`src/rtl/mmio_pkg.sv`:
```
// Shared definitions for the memory-mapped peripherals on the MIPS data bus:
// register offsets, status bit positions and the UART serializer state type.
package mmio_pkg;

  localparam logic [31:0] UART_BASE  = 32'hFFFF_FF00;
  localparam logic [31:0] TXDATA_OFS = 32'h0000_0000;
  localparam logic [31:0] STATUS_OFS = 32'h0000_0004;

  localparam int ST_BUSY  = 0;
  localparam int ST_EMPTY = 1;
  localparam int ST_FULL  = 2;
  localparam int ST_OVF   = 3;

  typedef enum logic [1:0] {
    IDLE,
    START,
    DATA,
    STOP
  } uart_state_e;

endpackage

```
`src/rtl/uart_tx_mmio_if.sv`:
```
// Processor data-bus view seen by a memory-mapped peripheral: store strobe,
// byte address, store data and combinational read data.
interface uart_tx_mmio_if;
  logic        we;
  logic [31:0] a;
  logic [31:0] wd;
  logic [31:0] rd;

  modport master (output we, output a, output wd, input rd);
  modport slave  (input we, input a, input wd, output rd);
endinterface

```
`src/rtl/sync_fifo.sv`:
```
// Single-clock FIFO with occupancy count; push while full and pop while empty
// are ignored. DEPTH must be a power of two so the pointers wrap naturally.
module sync_fifo #(
  parameter int WIDTH = 8,
  parameter int DEPTH = 4,
  localparam int AW = (DEPTH > 1) ? $clog2(DEPTH) : 1,
  localparam int CW = $clog2(DEPTH) + 1
) (
  input  logic             clk,
  input  logic             reset,
  input  logic             push_i,
  input  logic             pop_i,
  input  logic [WIDTH-1:0] din_i,
  output logic [WIDTH-1:0] dout_o,
  output logic             full_o,
  output logic             empty_o,
  output logic [CW-1:0]    count_o
);

  logic [WIDTH-1:0] mem_q [DEPTH];
  logic [AW-1:0]    wr_ptr_q, wr_ptr_d;
  logic [AW-1:0]    rd_ptr_q, rd_ptr_d;
  logic [CW-1:0]    count_q, count_d;
  logic             do_push, do_pop;

  assign full_o  = (count_q == CW'(DEPTH));
  assign empty_o = (count_q == '0);
  assign count_o = count_q;
  assign dout_o  = mem_q[rd_ptr_q];

  assign do_push = push_i && !full_o;
  assign do_pop  = pop_i && !empty_o;

  // NOTE: every variable gets a default at the top of always_comb so no path leaves it unassigned (no latch).
  always_comb begin
    wr_ptr_d = wr_ptr_q;
    rd_ptr_d = rd_ptr_q;
    count_d  = count_q;
    if (do_push) wr_ptr_d = wr_ptr_q + 1'b1;
    if (do_pop)  rd_ptr_d = rd_ptr_q + 1'b1;
    case ({do_push, do_pop})
      2'b10:   count_d = count_q + 1'b1;
      2'b01:   count_d = count_q - 1'b1;
      default: count_d = count_q;
    endcase
  end

  // NOTE: sequential state uses non-blocking assignments so all flops update from pre-edge values.
  always_ff @(posedge clk or posedge reset) begin
    if (reset) begin
      wr_ptr_q <= '0;
      rd_ptr_q <= '0;
      count_q  <= '0;
    end else begin
      wr_ptr_q <= wr_ptr_d;
      rd_ptr_q <= rd_ptr_d;
      count_q  <= count_d;
    end
  end

  // NOTE: storage is deliberately not reset; count_q alone decides which entries are valid.
  always_ff @(posedge clk) begin
    if (do_push) mem_q[wr_ptr_q] <= din_i;
  end

endmodule

```
`src/rtl/uart_tx_mmio.sv`:
```
// Memory-mapped 8N1 UART transmitter: TXDATA stores feed a byte FIFO drained by
// a serializer; STATUS reports busy/empty/full and a sticky overflow flag.
module uart_tx_mmio
  import mmio_pkg::*;
#(
  parameter int          CLKS_PER_BIT = 16,
  parameter int          FIFO_DEPTH   = 4,
  parameter logic [31:0] BASE_ADDR    = UART_BASE
) (
  input  logic           clk,
  input  logic           reset,
  uart_tx_mmio_if.slave  bus,
  output logic           tx,
  output logic           busy
);

  localparam int            BW        = $clog2(CLKS_PER_BIT);
  localparam int            CW        = $clog2(FIFO_DEPTH) + 1;
  localparam logic [BW-1:0] BAUD_LAST = BW'(CLKS_PER_BIT - 1);

  logic          hit, wr_txdata, wr_status;
  logic          fifo_pop, fifo_full, fifo_empty;
  logic [7:0]    fifo_dout;
  logic [CW-1:0] fifo_count;
  logic          ovf_q, ovf_d;
  logic [31:0]   status;

  uart_state_e   state_q, state_d;
  logic [BW-1:0] baud_q, baud_d;
  logic [2:0]    bit_idx_q, bit_idx_d;
  logic [7:0]    shift_q, shift_d;
  logic          tx_q, tx_d;
  logic          baud_end;

  assign hit       = (bus.a[31:3] == BASE_ADDR[31:3]);
  assign wr_txdata = bus.we && hit && (bus.a[2] == TXDATA_OFS[2]);
  assign wr_status = bus.we && hit && (bus.a[2] == STATUS_OFS[2]);

  // The FIFO drops the push itself when full, judged on the pre-edge count.
  sync_fifo #(
    .WIDTH (8),
    .DEPTH (FIFO_DEPTH)
  ) u_fifo (
    .clk     (clk),
    .reset   (reset),
    .push_i  (wr_txdata),
    .pop_i   (fifo_pop),
    .din_i   (bus.wd[7:0]),
    .dout_o  (fifo_dout),
    .full_o  (fifo_full),
    .empty_o (fifo_empty),
    .count_o (fifo_count)
  );

  // Set has priority over a same-cycle software clear.
  always_comb begin
    ovf_d = ovf_q;
    if (wr_txdata && fifo_full)             ovf_d = 1'b1;
    else if (wr_status && bus.wd[ST_OVF])   ovf_d = 1'b0;
  end

  always_comb begin
    status           = '0;
    status[ST_BUSY]  = busy;
    status[ST_EMPTY] = fifo_empty;
    status[ST_FULL]  = fifo_full;
    status[ST_OVF]   = ovf_q;
  end

  assign bus.rd = (hit && (bus.a[2] == STATUS_OFS[2])) ? status : '0;

  assign baud_end = (baud_q == BAUD_LAST);

  // tx_d is the line level for the state being entered, so tx stays a pure flop output.
  always_comb begin
    state_d   = state_q;
    baud_d    = baud_q;
    bit_idx_d = bit_idx_q;
    shift_d   = shift_q;
    tx_d      = tx_q;
    fifo_pop  = 1'b0;
    case (state_q)
      IDLE: begin
        baud_d = '0;
        tx_d   = 1'b1;
        if (!fifo_empty) begin
          fifo_pop = 1'b1;
          shift_d  = fifo_dout;
          state_d  = START;
          tx_d     = 1'b0;
        end
      end
      START: begin
        if (baud_end) begin
          baud_d    = '0;
          bit_idx_d = '0;
          state_d   = DATA;
          tx_d      = shift_q[0];
        end else begin
          baud_d = baud_q + 1'b1;
        end
      end
      DATA: begin
        if (baud_end) begin
          baud_d = '0;
          if (bit_idx_q == 3'd7) begin
            state_d = STOP;
            tx_d    = 1'b1;
          end else begin
            bit_idx_d = bit_idx_q + 1'b1;
            shift_d   = {1'b0, shift_q[7:1]};
            tx_d      = shift_q[1];
          end
        end else begin
          baud_d = baud_q + 1'b1;
        end
      end
      STOP: begin
        if (baud_end) begin
          baud_d = '0;
          if (!fifo_empty) begin
            fifo_pop = 1'b1;
            shift_d  = fifo_dout;
            state_d  = START;
            tx_d     = 1'b0;
          end else begin
            state_d = IDLE;
            tx_d    = 1'b1;
          end
        end else begin
          baud_d = baud_q + 1'b1;
        end
      end
      default: begin
        state_d = IDLE;
        tx_d    = 1'b1;
      end
    endcase
  end

  always_ff @(posedge clk or posedge reset) begin
    if (reset) begin
      state_q   <= IDLE;
      baud_q    <= '0;
      bit_idx_q <= '0;
      shift_q   <= '0;
      tx_q      <= 1'b1;
      ovf_q     <= 1'b0;
    end else begin
      state_q   <= state_d;
      baud_q    <= baud_d;
      bit_idx_q <= bit_idx_d;
      shift_q   <= shift_d;
      tx_q      <= tx_d;
      ovf_q     <= ovf_d;
    end
  end

  assign tx   = tx_q;
  assign busy = (state_q != IDLE);

endmodule

```
`src/flat_wrapper.sv`:
```
// flat-port wrapper written by rule: the top's interface ports become plain ports
module uart_tx_mmio_flat import mmio_pkg::*;
#(
  parameter int          CLKS_PER_BIT = 16,
  parameter int          FIFO_DEPTH   = 4,
  parameter logic [31:0] BASE_ADDR    = UART_BASE
)
  (clk, reset, tx, busy, bus_we, bus_a, bus_wd, bus_rd);
  uart_tx_mmio_if bus_i ();
  input  logic clk;
  input  logic reset;
  output logic tx;
  output logic busy;
  input wire logic [$bits(bus_i.we)-1:0] bus_we;
  input wire logic [$bits(bus_i.a)-1:0] bus_a;
  input wire logic [$bits(bus_i.wd)-1:0] bus_wd;
  output wire logic [$bits(bus_i.rd)-1:0] bus_rd;
  assign bus_i.we = bus_we;
  assign bus_i.a = bus_a;
  assign bus_i.wd = bus_wd;
  assign bus_rd = bus_i.rd;
  uart_tx_mmio #(.CLKS_PER_BIT(CLKS_PER_BIT), .FIFO_DEPTH(FIFO_DEPTH), .BASE_ADDR(BASE_ADDR)) u_core (.clk(clk), .reset(reset), .bus(bus_i), .tx(tx), .busy(busy));
endmodule
```
`config.mk`:
```
export PLATFORM = sky130hd
export DESIGN_NAME = uart_tx_mmio_flat
export DESIGN_NICKNAME = d
export VERILOG_FILES = /design/src/rtl/mmio_pkg.sv /design/src/rtl/uart_tx_mmio_if.sv /design/src/rtl/sync_fifo.sv /design/src/rtl/uart_tx_mmio.sv /design/src/flat_wrapper.sv
export SDC_FILE = /design/constraint.sdc
export NUM_CORES = 1
export LEC_CHECK = 0
export CAP_MARGIN = 20
export CORE_AREA = 2 2 81 102
export CTS_CLUSTER_DIAMETER = 40
export DETAILED_ROUTE_END_ITERATION = 12
export DIE_AREA = 0 0 83 104
export PLACE_DENSITY = 0.7
export SLEW_MARGIN = 10
export SYNTH_ARGS = -nofsm -noshare
export SYNTH_HDL_FRONTEND = slang
export SYNTH_HIERARCHICAL = 1
export SYNTH_SLANG_ARGS = --single-unit
```
`constraint.sdc`:
```
create_clock -name clk -period 2.91 [get_ports clk]
set_input_delay 0.291 -clock clk [delete_from_list [all_inputs] [get_ports clk]]
set_output_delay 0.291 -clock clk [all_outputs]
set_load 0.02 [all_outputs]
```
==> results of run 1 <==
==> critical path, cell delays in order <==
cell             delay (ps)
clkdlybuf4s50_1         400
or4_1                   530
nor4_2                  180
and2_1                  190
buf_4                   130
and3_1                  150
clkdlybuf4s50_1         610
==> state kept, by name (all words and copies together) (netlist names) <==
register                count
u_core/ovf_q                1
u_core/state_q              2
u_core/u_fifo/mem_q        32
u_core/bit_idx_q            3
u_core/baud_q               4
u_core/u_fifo/rd_ptr_q      2
u_core/u_fifo/wr_ptr_q      2
u_core/shift_q              8
u_core/u_fifo/count_o       3
u_core/tx                   1
==> kinds of logic after synthesis <==
family                     count (synthesis)  share of synthesized area [%]
xor gates and xnor gates                   7                           2.05
muxes                                     27                           13.3
other                                      1                          0.125
and+or+nand+nor                           45                           9.62
DFF                                       58                           53.9
buffers and inverters                     45                           9.36
AOI/OAI and AO/OA                         19                           5.18
adders and majority gates                 15                           6.52
==> power by group <==
part | internal (mW) | total [mW] | switching (mW)
clock network | 0.567 | 0.884 | 0.317
registers | 0.946 | 1.00 | 0.0552
logic | 0.241 | 0.439 | 0.198
total | 1.75 | 2.32 | 0.571
==> final timing paths <==
| path | endpoint | slack (ps) | cells after the start |
|---|---|---|---|
| worst max register to register | u_core/u_fifo/count_o[2]$_DFFE_PP0P_ | 440 | 11 |
| max in group asynchronous | u_core/shift_q[3]$_DFFE_PP0P_ | 2020 | 2 |
| min in group clk | u_core/shift_q[3]$_DFFE_PP0P_ | 500 | 1 |
| worst max-delay path | bus_rd[1] | 130 | 7 |
| worst min register to register | u_core/shift_q[3]$_DFFE_PP0P_ | 500 | 1 |
| worst min-delay path | u_core/u_fifo/rd_ptr_q[1]$_DFFE_PP0P_ | 230 | 2 |
==> cells in the final DEF (no fill, tap or decap), types with 3 or more instances in the layout <==
cell,count
and2_2,4
and3_1,6
buf_4,7
bufinv_16,3
clkbuf_8,9
clkdlybuf4s50_1,46
conb_1,28
dfrtp_1,25
edfxtp_1,32
ha_1,14
inv_1,12
mux2_2,16
mux4_2,8
nand2_1,3
nand4_1,7
nor2_1,7
nor2b_1,3
nor3_1,4
xnor2_1,4
xor2_1,3
==> per-layer routing <==
| layer | global-route usage (%) | share of wire (%) | vias to the layer above |
|---|---|---|---|
| met3 | 2.22 | 2.7 | 5 |
| met4 | 4.92 | 1.4 | 0 |
| met1 | 15.0 | 41 | 854 |
| met5 | 0 | 0 | - |
| met2 | 21.4 | 54 | 39 |
| li1 | - | - | 850 |
==> cell type report <==
cell class / instances / area (um^2) / area share (%)
flip-flops and latches: 58 / 1610 / 43.1
multi-input cells: 141 / 1210 / 32.3
repair buffers: 53 / 513 / 13.7
clock buffers: 9 / 124 / 3.31
well taps: 95 / 119 / 3.18
clock inverters: 7 / 118 / 3.14
inverters: 13 / 48.8 / 1.30
==> stage by stage <==
stage | setup slack (ps) | area (um^2)
6_report | 132 | 3740
3_3_place_gp | -3.20 | 3490
2_1_floorplan | 398 | 3090
4_1_cts | 77.1 | 3740
3_5_place_dp | -92.3 | 3490
5_1_grt | 2.37 | 3740
==> run metrics, run 1 <==
Pwr Total 2.32 mW; drt initial violations 37; post-synth top area cell edfxtp_1; Initial Util 38.9%; endpoints failing setup 0; Lkg Pwr 1.52 nW; Skew-Pair Late Insertion Delay 320 ps; CTS tree yes; nets 358; most frequent cells after synthesis 32 x edfxtp_1, 29 x buf_4, 25 x dfrtp_1; Wirelength per Cell 13.4 um; non-filler cells, final 376; Final period util 95.5%; Clk Tree Root Cell clkbuf_8; CP Class in2out; Worst EP required 2620 ps; Avg Cell Area, Syn 13.8 um^2; Max Clock Skew 5.78 ps; fill count 703; first-pass GRT wire length 8.61 mm; clock tree buffer depth 2; initial antenna violation count 0; EDFF count, synth 32; Worst setup SP type input port; Final Util 48.6%; Die Y 104 um; CP arrival 2490 ps; core box area 7700 um^2; ys async rst share 44.8%; Max Freq 360 MHz; ant diodes 0; sequential fraction of the synthesis area 53.9%; yosys warns 6; Hold WC Path Type in2async; status finished clean; Placer Congestion 0.777; I/O pin count 101; max-capacitance violation count 0; VDD IR-drop max 0.333 mV; synthesis-to-finish area growth 25.0%; pins over their slew limit 0; hpwl dp 3.78 mm; layout cell share with drive strength beyond 1 22.1%; detailed-route via count 1748; Remaining DRCs 0; synthesized area 2990 um^2; crit path time final 2780 ps; post-CTS setup buffer count 0; Pre-antenna DRT Iters 6; CTS sink count 58; Sum Neg Setup Slack 0 ps; CP max FO 5; chip width 83 um; vias in the first global route 1776; hold slack final 232 ps; Via-to-Cell Ratio 4.65; cts hold-fix bufs 0; actual transition at the worst max-transition pin 739 ps; RSZ-0062 raised after global routing false; top post-synthesis cells by area edfxtp_1 32%, dfrtp_1 21%, buf_4 7.3%; Most used DFF post-synth edfxtp_1; Post-Synthesis Cells 217; CP startpoint bus_a[3]; total gr overflow 0; FF+latch count, synth 58; dpl cells 360; Worst Setup End Kind output port; PD cells 621 nW/um^2; H-tree levels 3; Slew HR 50.7%; post_cts resized 1; top-area cell type share of the netlist area 32.1%; GRT Total Usage 12.3%; DIE AREA 8630 um^2; Site Rows 36; largest net degree at the start of global routing 20; final wirelength 5.05 mm; final hold viol count 0; clk slew on worst S/H paths 70 ps; Antenna Violating Nets Remaining 0; worst reg2reg startpoint u_core/baud_q[0]$_DFF_PP0_; count leader, synth edfxtp_1; Port Buf Inserts 46; TritonCTS Buffers 9; Cell variety after synth 48
Note: power is estimated with default switching activity, not from simulation.
==> inputs of run 2 (changes only) <==
--- a/config.mk
+++ b/config.mk
@@ -7,7 +7,7 @@
 export LEC_CHECK = 0
 export CAP_MARGIN = 20
 export CORE_AREA = 2 2 81 102
-export CTS_CLUSTER_DIAMETER = 40
+export CTS_CLUSTER_DIAMETER = 50
 export DETAILED_ROUTE_END_ITERATION = 12
 export DIE_AREA = 0 0 83 104
 export PLACE_DENSITY = 0.7
==> results of run 2 <==
The final DEF is identical to that of run 1; final timing and power are the same.
==> inputs of run 3 (changes only) <==
--- a/config.mk
+++ b/config.mk
@@ -10,6 +10,7 @@
 export CTS_CLUSTER_DIAMETER = 50
 export DETAILED_ROUTE_END_ITERATION = 12
 export DIE_AREA = 0 0 83 104
+export GPL_TIMING_DRIVEN = 0
 export PLACE_DENSITY = 0.7
 export SLEW_MARGIN = 10
 export SYNTH_ARGS = -nofsm -noshare
==> run 3 against run 2 <==
  * Core utilization grew 1.9 points
  * Clock skew is essentially flat
  * Wire length grew 2.6%
  * Fmax grew 2.0%
  * Final cell count grew 6.4%
  * Hold slack gained 2.2 ps
==> run metrics, run 3 (synthesis results as in run 1) <==
status finished clean; total gr overflow 0; commonest non-fill, non-tap cell in the layout clkdlybuf4s50_1; GRT Total Usage 12.4%; DIE AREA 8630 um^2; clk slew on worst S/H paths 60 ps; CP max FO 7; crit path time final 2720 ps; DP Area 3670 um^2; TritonCTS Buffers 9; chip width 83 um; CTS tree yes; I/O pin count 101; GR Util met2 21.5%; Max Freq 367 MHz; Clk Tree Root Cell clkbuf_8; met1 GRT Util 14.4%; drt initial violations 56; ant diodes 0; reg-to-reg setup timing slack 330 ps; Max Clock Skew 5.99 ps; vias in the first global route 1835; core box area 7700 um^2; final wirelength 5.18 mm; final hold viol count 0; Die Y 104 um; max-capacitance violation count 0; first-pass GRT wire length 8.54 mm; biggest registers after layout u_core/u_fifo/mem_q: 32 flops, u_core/shift_q: 8 flops, u_core/baud_q: 4 flops; Via-to-Cell Ratio 4.57; hpwl dp 3.88 mm; synthesis-to-finish area growth 29.9%; largest net degree at the start of global routing 20; Worst EP required 3110 ps; Remaining DRCs 0; pins over their slew limit 0; layout cell share with drive strength beyond 1 28.5%; PD cells 577 nW/um^2; nets 383; met3 usage 2.70%; RSZ-0062 raised after global routing false; CP arrival 2930 ps; Pwr Total 2.24 mW; endpoints failing setup 0; H-tree levels 3; Slew HR 51.0%; commonest non-fill, non-tap cells in the layout 46 x clkdlybuf4s50_1, 32 x edfxtp_1, 29 x buf_4; Wirelength per Cell 12.9 um; CTS sink count 58; Site Rows 36; CP Class in2reg; Antenna Violating Nets Remaining 0; Skew-Pair Late Insertion Delay 320 ps; max reg flops 32; Hold WC Path Type in2async; Port Buf Inserts 46; clock tree buffer depth 2; initial antenna violation count 0; Lkg Pwr 1.64 nW; GRT busiest layer met2; detailed-route via count 1827; non-filler cells, final 400; actual transition at the worst max-transition pin 734 ps; VDD IR-drop max 0.438 mV; Initial Util 38.9%; Worst Setup End Kind register; Placer Congestion 0.787; fin area 3890 um^2; Final period util 93.6%; Worst setup SP type input port; cts hold-fix bufs 0; Reg with most FFs u_core/u_fifo/mem_q; Pre-antenna DRT Iters 4; dpl cells 385; post-CTS setup buffer count 0; hold slack final 234 ps
==> run 3: power by group <==
| part | leakage, nW | switching [mW] | internal (mW) |
|---|---|---|---|
| registers | 0.608 | 0.0561 | 0.947 |
| clock network | 0.105 | 0.297 | 0.472 |
| logic | 0.929 | 0.210 | 0.264 |
| total | 1.64 | 0.563 | 1.68 |
==> run 3: routing by layer <==
| layer | part of all wire [%] | vias up |
|---|---|---|
| met5 | 0 | - |
| met4 | 0.77 | 0 |
| met3 | 3.7 | 2 |
| met2 | 55 | 41 |
| met1 | 40 | 878 |
| li1 | - | 906 |
==> run 3: final cells by class <==
cell class	instances	area, um^2
Sequential cell	58	1610
Clock inverter	6	82.6
Multi-Input combinational cell	141	1210
Buffer	32	231
Tap cell	95	119
Timing Repair Buffer	46	460
Fill cell	710	3810
Clock buffer	9	124
Inverter	13	48.8
==> run 3: through the flow <==
step	setup slack (ps)	util (%)	TNS (ps)
after floorplan	398	-	0
after global placement	-215	47.7	-404
after detailed placement	-232	47.7	-449
after CTS	89.1	50.4	0
after global routing	11.4	50.5	0
final	186	50.5	0
==> run 3: worst max-delay path, cell delays in order <==
cell,delay [ps]
clkdlybuf4s50_1,390
or4_1,530
nor4_2,210
and2_4,220
and3b_1,160
nor2b_4,230
inv_1,70
ha_1,240
inv_1,80
fa_1,180
xor2_1,150
nor2_1,60
xor2_1,130
==> run 3: what timing repair did <==
item / in CTS / in global routing
endpoints found under the hold margin: 0 / 0
resized for setup: 0 / 2
setup endpoints to repair: 0 / 6
==> run 3: final timing paths <==
check	depth (start not counted)	from	to
min reg2reg	1	u_core/shift_q[5]$_DFFE_PP0P_	u_core/shift_q[5]$_DFFE_PP0P_
max in group asynchronous	2	reset	u_core/shift_q[6]$_DFFE_PP0P_
max reg2reg	10	u_core/state_q[0]$_DFFE_PP0P_	u_core/u_fifo/count_o[2]$_DFFE_PP0P_
max	13	bus_a[3]	u_core/u_fifo/count_o[2]$_DFFE_PP0P_
min	2	reset	u_core/u_fifo/rd_ptr_q[0]$_DFFE_PP0P_
min in group clk	1	u_core/shift_q[5]$_DFFE_PP0P_	u_core/shift_q[5]$_DFFE_PP0P_
